File: src/rtl/loader_pkg.sv
// Shared types and constants for the front-panel program loader.
package loader_pkg;

    typedef enum logic [2:0] {
        IDLE,
        WAIT,
        ADR,
        DAT,
        WR,
        FINISH
    } state_t;

    localparam logic [2:0] STROBE_IDLE = 3'b111;
    localparam logic [7:0] BUS_ZERO    = 8'h00;

endpackage

File: src/rtl/program_loader_if.sv
// Byte handshake and shared-bus signals between the loader and the CPU top level.
interface program_loader_if;

    logic [7:0] data_in;
    logic       data_valid;
    logic       data_ack;
    logic [7:0] bus_out;
    logic       bus_oe;
    logic       nLma;
    logic       nLmd;
    logic       nLr;

    modport master (
        input  data_in, data_valid,
        output data_ack, bus_out, bus_oe, nLma, nLmd, nLr
    );

    modport slave (
        output data_in, data_valid,
        input  data_ack, bus_out, bus_oe, nLma, nLmd, nLr
    );

endinterface

File: src/rtl/program_loader_sync2.sv
// Parameterized-width two-flop synchronizer for asynchronous level inputs.
module sync2 #(
    parameter int unsigned WIDTH = 1
) (
    input  logic             clk,
    input  logic             rst_n,
    input  logic [WIDTH-1:0] d,
    output logic [WIDTH-1:0] q
);

    logic [WIDTH-1:0] meta;

    always_ff @(posedge clk or negedge rst_n) begin
        if (!rst_n) begin
            meta <= '0;
            q    <= '0;
        end else begin
            meta <= d;
            q    <= meta;
        end
    end

endmodule

File: src/rtl/program_loader.sv
// Front-panel program loader: holds the CPU idle and writes handshaked bytes
// to consecutive RAM addresses through the shared bus and MAR/RAM strobes.
module program_loader
    import loader_pkg::*;
#(
    parameter int unsigned RAM_BYTES = 16,
    parameter int unsigned ADDR_W    = 4
) (
    input  logic              clk,
    input  logic              rst_n,
    input  logic              load_req,
    program_loader_if.master  lb,
    output logic              cpu_hold,
    output logic              busy,
    output logic              done,
    output logic [ADDR_W-1:0] addr
);

    localparam logic [ADDR_W-1:0] LAST_ADDR = ADDR_W'(RAM_BYTES - 1);

    logic [1:0]  sync_q;
    logic        req_s;
    logic        valid_s;

    state_t      state;
    logic [7:0]  hold_q;
    logic        req_seen_low;
    logic        ack_q;
    logic [7:0]  bus_q;
    logic        oe_q;
    logic [2:0]  strobe_q;    // {nLma, nLmd, nLr}
    logic        busy_q;
    logic        done_q;

    sync2 #(.WIDTH(2)) u_sync (
        .clk   (clk),
        .rst_n (rst_n),
        .d     ({load_req, lb.data_valid}),
        .q     (sync_q)
    );

    assign req_s   = sync_q[1];
    assign valid_s = sync_q[0];

    always_ff @(posedge clk or negedge rst_n) begin
        if (!rst_n) begin
            state        <= IDLE;
            addr         <= '0;
            hold_q       <= '0;
            req_seen_low <= 1'b1;
            ack_q        <= 1'b0;
            bus_q        <= BUS_ZERO;
            oe_q         <= 1'b0;
            strobe_q     <= STROBE_IDLE;
            busy_q       <= 1'b0;
            done_q       <= 1'b0;
        end else begin
            bus_q    <= BUS_ZERO;
            oe_q     <= 1'b0;
            strobe_q <= STROBE_IDLE;
            done_q   <= 1'b0;

            // Acknowledge drops once the strobe is seen low, whatever the state.
            if (ack_q && !valid_s)
                ack_q <= 1'b0;

            case (state)
                IDLE: begin
                    // After a full-program finish, require load_req to go low first.
                    if (!req_s) begin
                        req_seen_low <= 1'b1;
                    end else if (req_seen_low) begin
                        state        <= WAIT;
                        addr         <= '0;
                        req_seen_low <= 1'b0;
                        busy_q       <= 1'b1;
                    end
                end
                WAIT: begin
                    if (!req_s) begin
                        state  <= FINISH;
                        done_q <= 1'b1;
                    end else if (valid_s && !ack_q) begin
                        hold_q      <= lb.data_in;
                        state       <= ADR;
                        bus_q       <= 8'(addr);
                        oe_q        <= 1'b1;
                        strobe_q[2] <= 1'b0;
                    end
                end
                ADR: begin
                    state       <= DAT;
                    bus_q       <= hold_q;
                    oe_q        <= 1'b1;
                    strobe_q[1] <= 1'b0;
                end
                DAT: begin
                    state       <= WR;
                    strobe_q[0] <= 1'b0;
                end
                WR: begin
                    ack_q <= 1'b1;
                    if (addr == LAST_ADDR) begin
                        state  <= FINISH;
                        done_q <= 1'b1;
                    end else begin
                        addr  <= addr + 1'b1;
                        state <= WAIT;
                    end
                end
                FINISH: begin
                    state  <= IDLE;
                    busy_q <= 1'b0;
                end
                default: begin
                    state  <= IDLE;
                    busy_q <= 1'b0;
                end
            endcase
        end
    end

    assign lb.data_ack = ack_q;
    assign lb.bus_out  = bus_q;
    assign lb.bus_oe   = oe_q;
    assign lb.nLma     = strobe_q[2];
    assign lb.nLmd     = strobe_q[1];
    assign lb.nLr      = strobe_q[0];
    assign busy        = busy_q;
    assign cpu_hold    = busy_q;
    assign done        = done_q;

endmodule
File: src/flat_wrapper.sv
// flat-port wrapper written by rule: the top's interface ports become plain ports
module program_loader_flat import loader_pkg::*;
#(
    parameter int unsigned RAM_BYTES = 16,
    parameter int unsigned ADDR_W    = 4
)
  (clk, rst_n, load_req, cpu_hold, busy, done, addr, lb_data_in, lb_data_valid, lb_data_ack, lb_bus_out, lb_bus_oe, lb_nLma, lb_nLmd, lb_nLr);
  program_loader_if lb_i ();
  input  logic clk;
  input  logic rst_n;
  input  logic load_req;
  output logic cpu_hold;
  output logic busy;
  output logic done;
  output logic [ADDR_W-1:0] addr;
  input wire logic [$bits(lb_i.data_in)-1:0] lb_data_in;
  input wire logic [$bits(lb_i.data_valid)-1:0] lb_data_valid;
  output wire logic [$bits(lb_i.data_ack)-1:0] lb_data_ack;
  output wire logic [$bits(lb_i.bus_out)-1:0] lb_bus_out;
  output wire logic [$bits(lb_i.bus_oe)-1:0] lb_bus_oe;
  output wire logic [$bits(lb_i.nLma)-1:0] lb_nLma;
  output wire logic [$bits(lb_i.nLmd)-1:0] lb_nLmd;
  output wire logic [$bits(lb_i.nLr)-1:0] lb_nLr;
  assign lb_i.data_in = lb_data_in;
  assign lb_i.data_valid = lb_data_valid;
  assign lb_data_ack = lb_i.data_ack;
  assign lb_bus_out = lb_i.bus_out;
  assign lb_bus_oe = lb_i.bus_oe;
  assign lb_nLma = lb_i.nLma;
  assign lb_nLmd = lb_i.nLmd;
  assign lb_nLr = lb_i.nLr;
  program_loader #(.RAM_BYTES(RAM_BYTES), .ADDR_W(ADDR_W)) u_core (.clk(clk), .rst_n(rst_n), .load_req(load_req), .lb(lb_i), .cpu_hold(cpu_hold), .busy(busy), .done(done), .addr(addr));
endmodule
File: config.mk
export PLATFORM = sky130hd
export DESIGN_NAME = program_loader_flat
export DESIGN_NICKNAME = d
export VERILOG_FILES = /design/src/rtl/loader_pkg.sv /design/src/rtl/program_loader_if.sv /design/src/rtl/program_loader_sync2.sv /design/src/rtl/program_loader.sv /design/src/flat_wrapper.sv
export SDC_FILE = /design/constraint.sdc
export NUM_CORES = 1
export LEC_CHECK = 0
export CAP_MARGIN = 15
export CORE_MARGIN = 5
export CORE_UTILIZATION = 40
export CTS_CLUSTER_DIAMETER = 80
export DETAILED_ROUTE_END_ITERATION = 12
export DONT_BUFFER_PORTS = 1
export HOLD_SLACK_MARGIN = 0.03
export RECOVER_POWER = 100
export REMOVE_ABC_BUFFERS = 1
export SETUP_SLACK_MARGIN = 0.15
export SYNTH_ARGS = -nofsm -noshare
export SYNTH_HDL_FRONTEND = slang
export SYNTH_SLANG_ARGS = --single-unit
File: constraint.sdc
create_clock -name clk -period 1.93 [get_ports clk]
set_input_delay 0.2895 -clock clk [delete_from_list [all_inputs] [get_ports clk]]
set_output_delay 0.2895 -clock clk [all_outputs]
set_load 0.1 [all_outputs]
# Word level (Yosys, flattened, before mapping)
# Index checks and enable logic that the tools add are counted.
classes:
  bitwise_logic: 1
  shifts: 0
  order_cmp: 0
  n_reduce_logical: 12
  mul: 0
  n_div: 0
  mux: 29
  add_sub_neg: 1
  n_eq_ne: 9
op_table:
  columns: ["cell", "count"]
  rows:
  - ["4-bit 2-to-1 mux", 4]
  - ["8-bit case mux with 2 select lines", 1]
  - ["3-bit 2-to-1 mux", 5]
  - ["3-bit case mux with 5 select lines", 1]
  - ["1-bit 2-to-1 mux", 13]
  - ["3-bit AND reduction", 3]
  - ["8-bit 2-to-1 mux", 1]
  - ["4-bit case mux with 2 select lines", 1]
  - ["3-bit by 2-bit == test with 1-bit output, second input constant", 2]
  - ["1-bit case mux with 2 select lines", 3]
  - ["4-bit by 1-bit adder with 4-bit output, second input constant", 1]
  - ["4-bit == test, second input constant", 1]
  - ["2-bit inequality test, second input constant", 2]
  - ["4-bit AND reduction", 1]
  - ["2-bit nonzero test", 2]
  - ["4-bit OR reduction", 1]
  - ["3-bit by 1-bit == test with 1-bit output, second input constant", 1]
  - ["3-bit == test, second input constant", 1]
  - ["3-bit zero test", 1]
  - ["3-bit by 2-bit inequality test with 1-bit output, second input constant", 1]
  - ["1-bit logical AND", 2]
  - ["1-bit zero test", 2]
  - ["2-bit by 1-bit inequality test with 1-bit output, second input constant", 1]
  - ["1-bit NOT", 1]
word_totals:
  mem_count: 0
  rom_bits: 0
  regBits: 35
  ramBits: 0
  output_inout_bits: 20
  input_bits: 12
  latch_bits: 0
  elab_cells: 64

# Depth between registers and ports, before layout
logic_depth:
  depth_word: 5
  depth_mapped: 6
  ltp_nobuf: 4

# Hierarchy
# Synthesis repeated with hierarchy kept, for this count alone.
unflattened:
  hier_cells: 101
  area_unflattened_um2: 1348.8
modules_own_cells:
  columns: ["module", "seq_area_each_um2", "cells_each", "area_each_um2", "n_inst"]
  rows:
  - ["program_loader", 780.7, 97, 1248.7, 1]
  - ["sync2", 100.1, 4, 100.1, 1]

# Worst setup path before layout
# No wires, ideal clock.
synth_path:
  path_kind: "register -> register"
  start: "register u_core.addr[0]"
  end: "register u_core.addr[2]"
  setup_time_ns: 0.093
  path_buffers: 0
  period_less_slack_ns: 1.889
  stages_incl_launch_ff: 5
  setup_slack_ns: 0.041
  t_arrival_ns: 1.796
  required_ns: 1.837
  cell_sequence: "dfrtp_1 ha_1 nand3_1 nand3_1 mux2i_1"
synth_between:
  elab_chain_cells: 3
  elab_cells_between_ends: 6
  classes_between: "1 x add/sub; 2 x eq/ne; 2 x mux; 1 x reduce/logical"
synth_rtl:
  columns: ["item", "line_no", "rtl"]
  rows:
  - ["from (decl)", "program_loader.sv:16", "output logic [ADDR_W-1:0] addr"]
  - ["from (signal assigned)", "program_loader.sv:107", "addr <= addr + 1'b1;"]
  - ["4-bit by 1-bit adder with 4-bit output or 4-bit == test (tied branches)", "program_loader.sv:107, program_loader.sv:103", null]
  - ["4-bit 2-to-1 mux or 2-bit inequality test (tied branches)", null, null]
  - ["4-bit case mux with 2 select lines or 4-bit AND reduction (tied branches)", null, null]
# Several ways; a longest one is shown, not always the timed one. The select of a mux whose other input is x is not followed.
# A chain may end at the register's enable or synchronous reset.

# Final worst setup path
layout_path:
  start: "register u_core.strobe_q[0]"
  end: "output lb_nLr"
layout_rtl:
  columns: ["item", "line_no", "rtl"]
  rows:
  - ["from (decl)", "program_loader.sv:31", "logic [2:0] strobe_q;"]
  - ["from (signal assigned)", "program_loader.sv:54", "strobe_q <= STROBE_IDLE;"]
  - ["from (signal assigned)", "program_loader.sv:60", "strobe_q <= STROBE_IDLE;"]
  - ["from (signal assigned)", "program_loader.sv:99", "strobe_q[0] <= 1'b0;"]
  - ["to (decl)", "flat_wrapper.sv:23", "output wire logic [$bits(lb_i.nLr)-1:0] lb_nLr;"]
# No word-level cell between the ends.

==> summary.md <==
| Metric | Value |
|---|---|
| Max Cap Violations | 0 |
| Die area | 4630 um2 |
| Crit Path Category | flop to primary output |
| H-tree levels | 2 |
| Core Util, Final | 47.0% |
| CP max FO | 1 |
| Io pins | 32 |
| N_diodes | 0 |
| Final count of pins violating max slew | 0 |
| Initial DRC Count | 43 |
| Final min period | 1.73 ns |
| Vias after detailed routing | 843 |
| Flops & latches, synth | 35 |
| Most common cell in the netlist | dfrtp_1 |
| Clock Pin Slew Worst Setup and Hold Paths | 0.11 ns |
| Vias in the first global route | 869 |
| Dpl ws | 0.406 ns |
| Slew margin rel. | 34.5% |
| Yosys warnings | 0 |
| Core Area | 3310 um2 |
| Crit end category | primary output |
| DRC Markers | 0 |
| Final worst setup slack | 0.195 ns |
| Mapped Area | 1350 um2 |
| Min Hold Slack | 0.0857 ns |
| Post-CTS Setup Bufs | 0 |
| Async S/R FF share, synth | 100% |
| CTS Root Cell | clkbuf_4 |
| Syn_area_per_cell | 13.4 um2 |
| I/O Buffers | 0 |
| Die Y | 68.1 um |
| Layout fillers | 333 |
| Top post-synthesis cells by count | dfrtp_1, nand2_1, o21ai_0 |
| Worst min-delay path category | input pin to flop |
| Post-synthesis sequential area ratio | 65.3% |
| Post-CTS Resized | 0 |
| Routability cong. | 0.833 |
| Nets | 138 |
| Final ANT Viol Nets | 0 |
| Critical Path RT | 1.64 ns |
| EDFF count, synth | 0 |
| Share of the synthesized area in the top cell type | 57.5% |
| Floorplan row count | 21 |
| First-pass GRT wire length | 4080 um |
| Worst-Skew Late Latency | 0.33 ns |
| DR pass1 iterations | 4 |
| CTS tree | yes |
| Clock buffer count from CTS | 5 |
| Grt ovf | 0 |
| Initial antenna violation count | 0 |
| Clock Skews | 0.00992 ns |
| Clk sinks | 35 |
| Multi-input gate area | 400 um2 |
| Total GRT Usage | 12.2% |
| Ys flop type | dfrtp_1 |
| Startpoint Class | flop |
| Final Hold Vio Count | 0 |
| Setup violators final | 0 |
| Mapped Cells | 101 |
| Share of layout cells above drive strength 1 | 24.6% |
| Unrepaired setup endpoints after global routing | no |
| Area delta synth->final | 15.4% |
| CTS max path bufs | 2 |
| Drt wl/cell | 14.0 um |
| Die span in x | 68.1 um |
| Synth unique cells | 28 |
| Largest net degree at the start of global routing | 36 |
| DPL Wire Length | 1680 um |
| Synth area leader | dfrtp_1 |
| # hold bufs at CTS | 4 |
| Synth area leaders | dfrtp_1, dfstp_2, mux2_4 |
| Register area | 882 um2 |
| Initial Util | 40.7% |
| Final period utilization | 89.9% |
| Max Fclk | 577 MHz |
| Via density | 4.90 |
| Status | finished, final reports clean |
| Drt total wl | 2410 um |
| Worst Max-Slew Pin Slew | 0.982 ns |
| Critical Path AT | 1.45 ns |
==> worst reg2reg max path, stage by stage (launching register included) <==
cell and delay (ns):
dfrtp_1 0.46, nor2b_1 0.20, and4b_1 0.20, buf_4 0.20
mux2_2 0.35
==> cell families after synthesis <==
logic type / Yosys count / share of synthesized area [%]
AND/OR/NAND/NOR: 29 / 12.0
multiplexers: 11 / 10.3
flip-flops: 35 / 65.3
adder cells (fa/ha/maj): 1 / 0.927
buffers and inverters: 9 / 3.62
AO/OA/AOI/OAI: 16 / 7.88
==> cell usage in the layout (no fill, tap or decap), types with 3 or more instances in the layout <==
master,n
dfrtp_1,30
clkbuf_2,16
nand2_1,9
o21ai_0,7
and3_1,5
mux2_1,5
clkbuf_4,5
inv_1,4
nand3_1,4
a22o_1,4
mux2_2,3
mux2i_1,3
clkbuf_1,3
dlygate4sd3_1,3
==> registers in the layout, summed over array words and instances, names as in the netlist, 2 cells and up <==
name and cells:
u_core.addr 4, u_core.lb.bus_out 8, u_core.u_sync.meta 2, u_core.hold_q 8, u_core.strobe_q 3, u_core.state 3, u_core.u_sync.q 2
==> routing by layer <==
layer	up-vias	track usage (%)	part of all wire, %
met5	-	0	0
met4	0	5.21	1.2
met3	4	4.60	6.5
met2	27	19.7	50
met1	420	14.3	42
li1	392	-	-
==> through the flow <==
stage / area, um2 / setup TNS (ns) / cells
after floorplan: 1320 / -0.0326 / 96
after global placement: 1510 / 0 / 160
after detailed placement: 1510 / 0 / 160
after CTS: 1630 / 0 / 172
after global routing: 1560 / 0 / 172
final: 1560 / 0 / 172
==> area by class of cell <==
| cell class | count | area share [%] |
|---|---|---|
| clock inverter | 1 | 1.93 |
| timing repair buffer | 22 | 8.12 |
| sequential | 35 | 56.7 |
| multi-input combinational | 57 | 25.7 |
| clock buffer | 7 | 2.89 |
| inverter | 4 | 0.965 |
| tap | 46 | 3.70 |
==> worst paths after layout <==
path / start / endpoint / cells after the start / slack (ns)
worst max-delay path: u_core.strobe_q[0] / lb_nLr / 0 / 0.20
min in group asynchronous: rst_n / u_core.lb.bus_out[4] / 2 / 0.61
worst max register to register: u_core.state[0] / u_core.hold_q[1] / 4 / 0.40
worst min register to register: u_core.u_sync.meta[1] / u_core.u_sync.q[1] / 0 / 0.36
max in group asynchronous: rst_n / u_core.busy / 2 / 0.76
worst min-delay path: lb_data_in[6] / u_core.hold_q[6] / 1 / 0.09
Power is left out: the tool's default activity adds up to more than one toggle a clock period on the data nets, which glitch-free logic cannot reach.
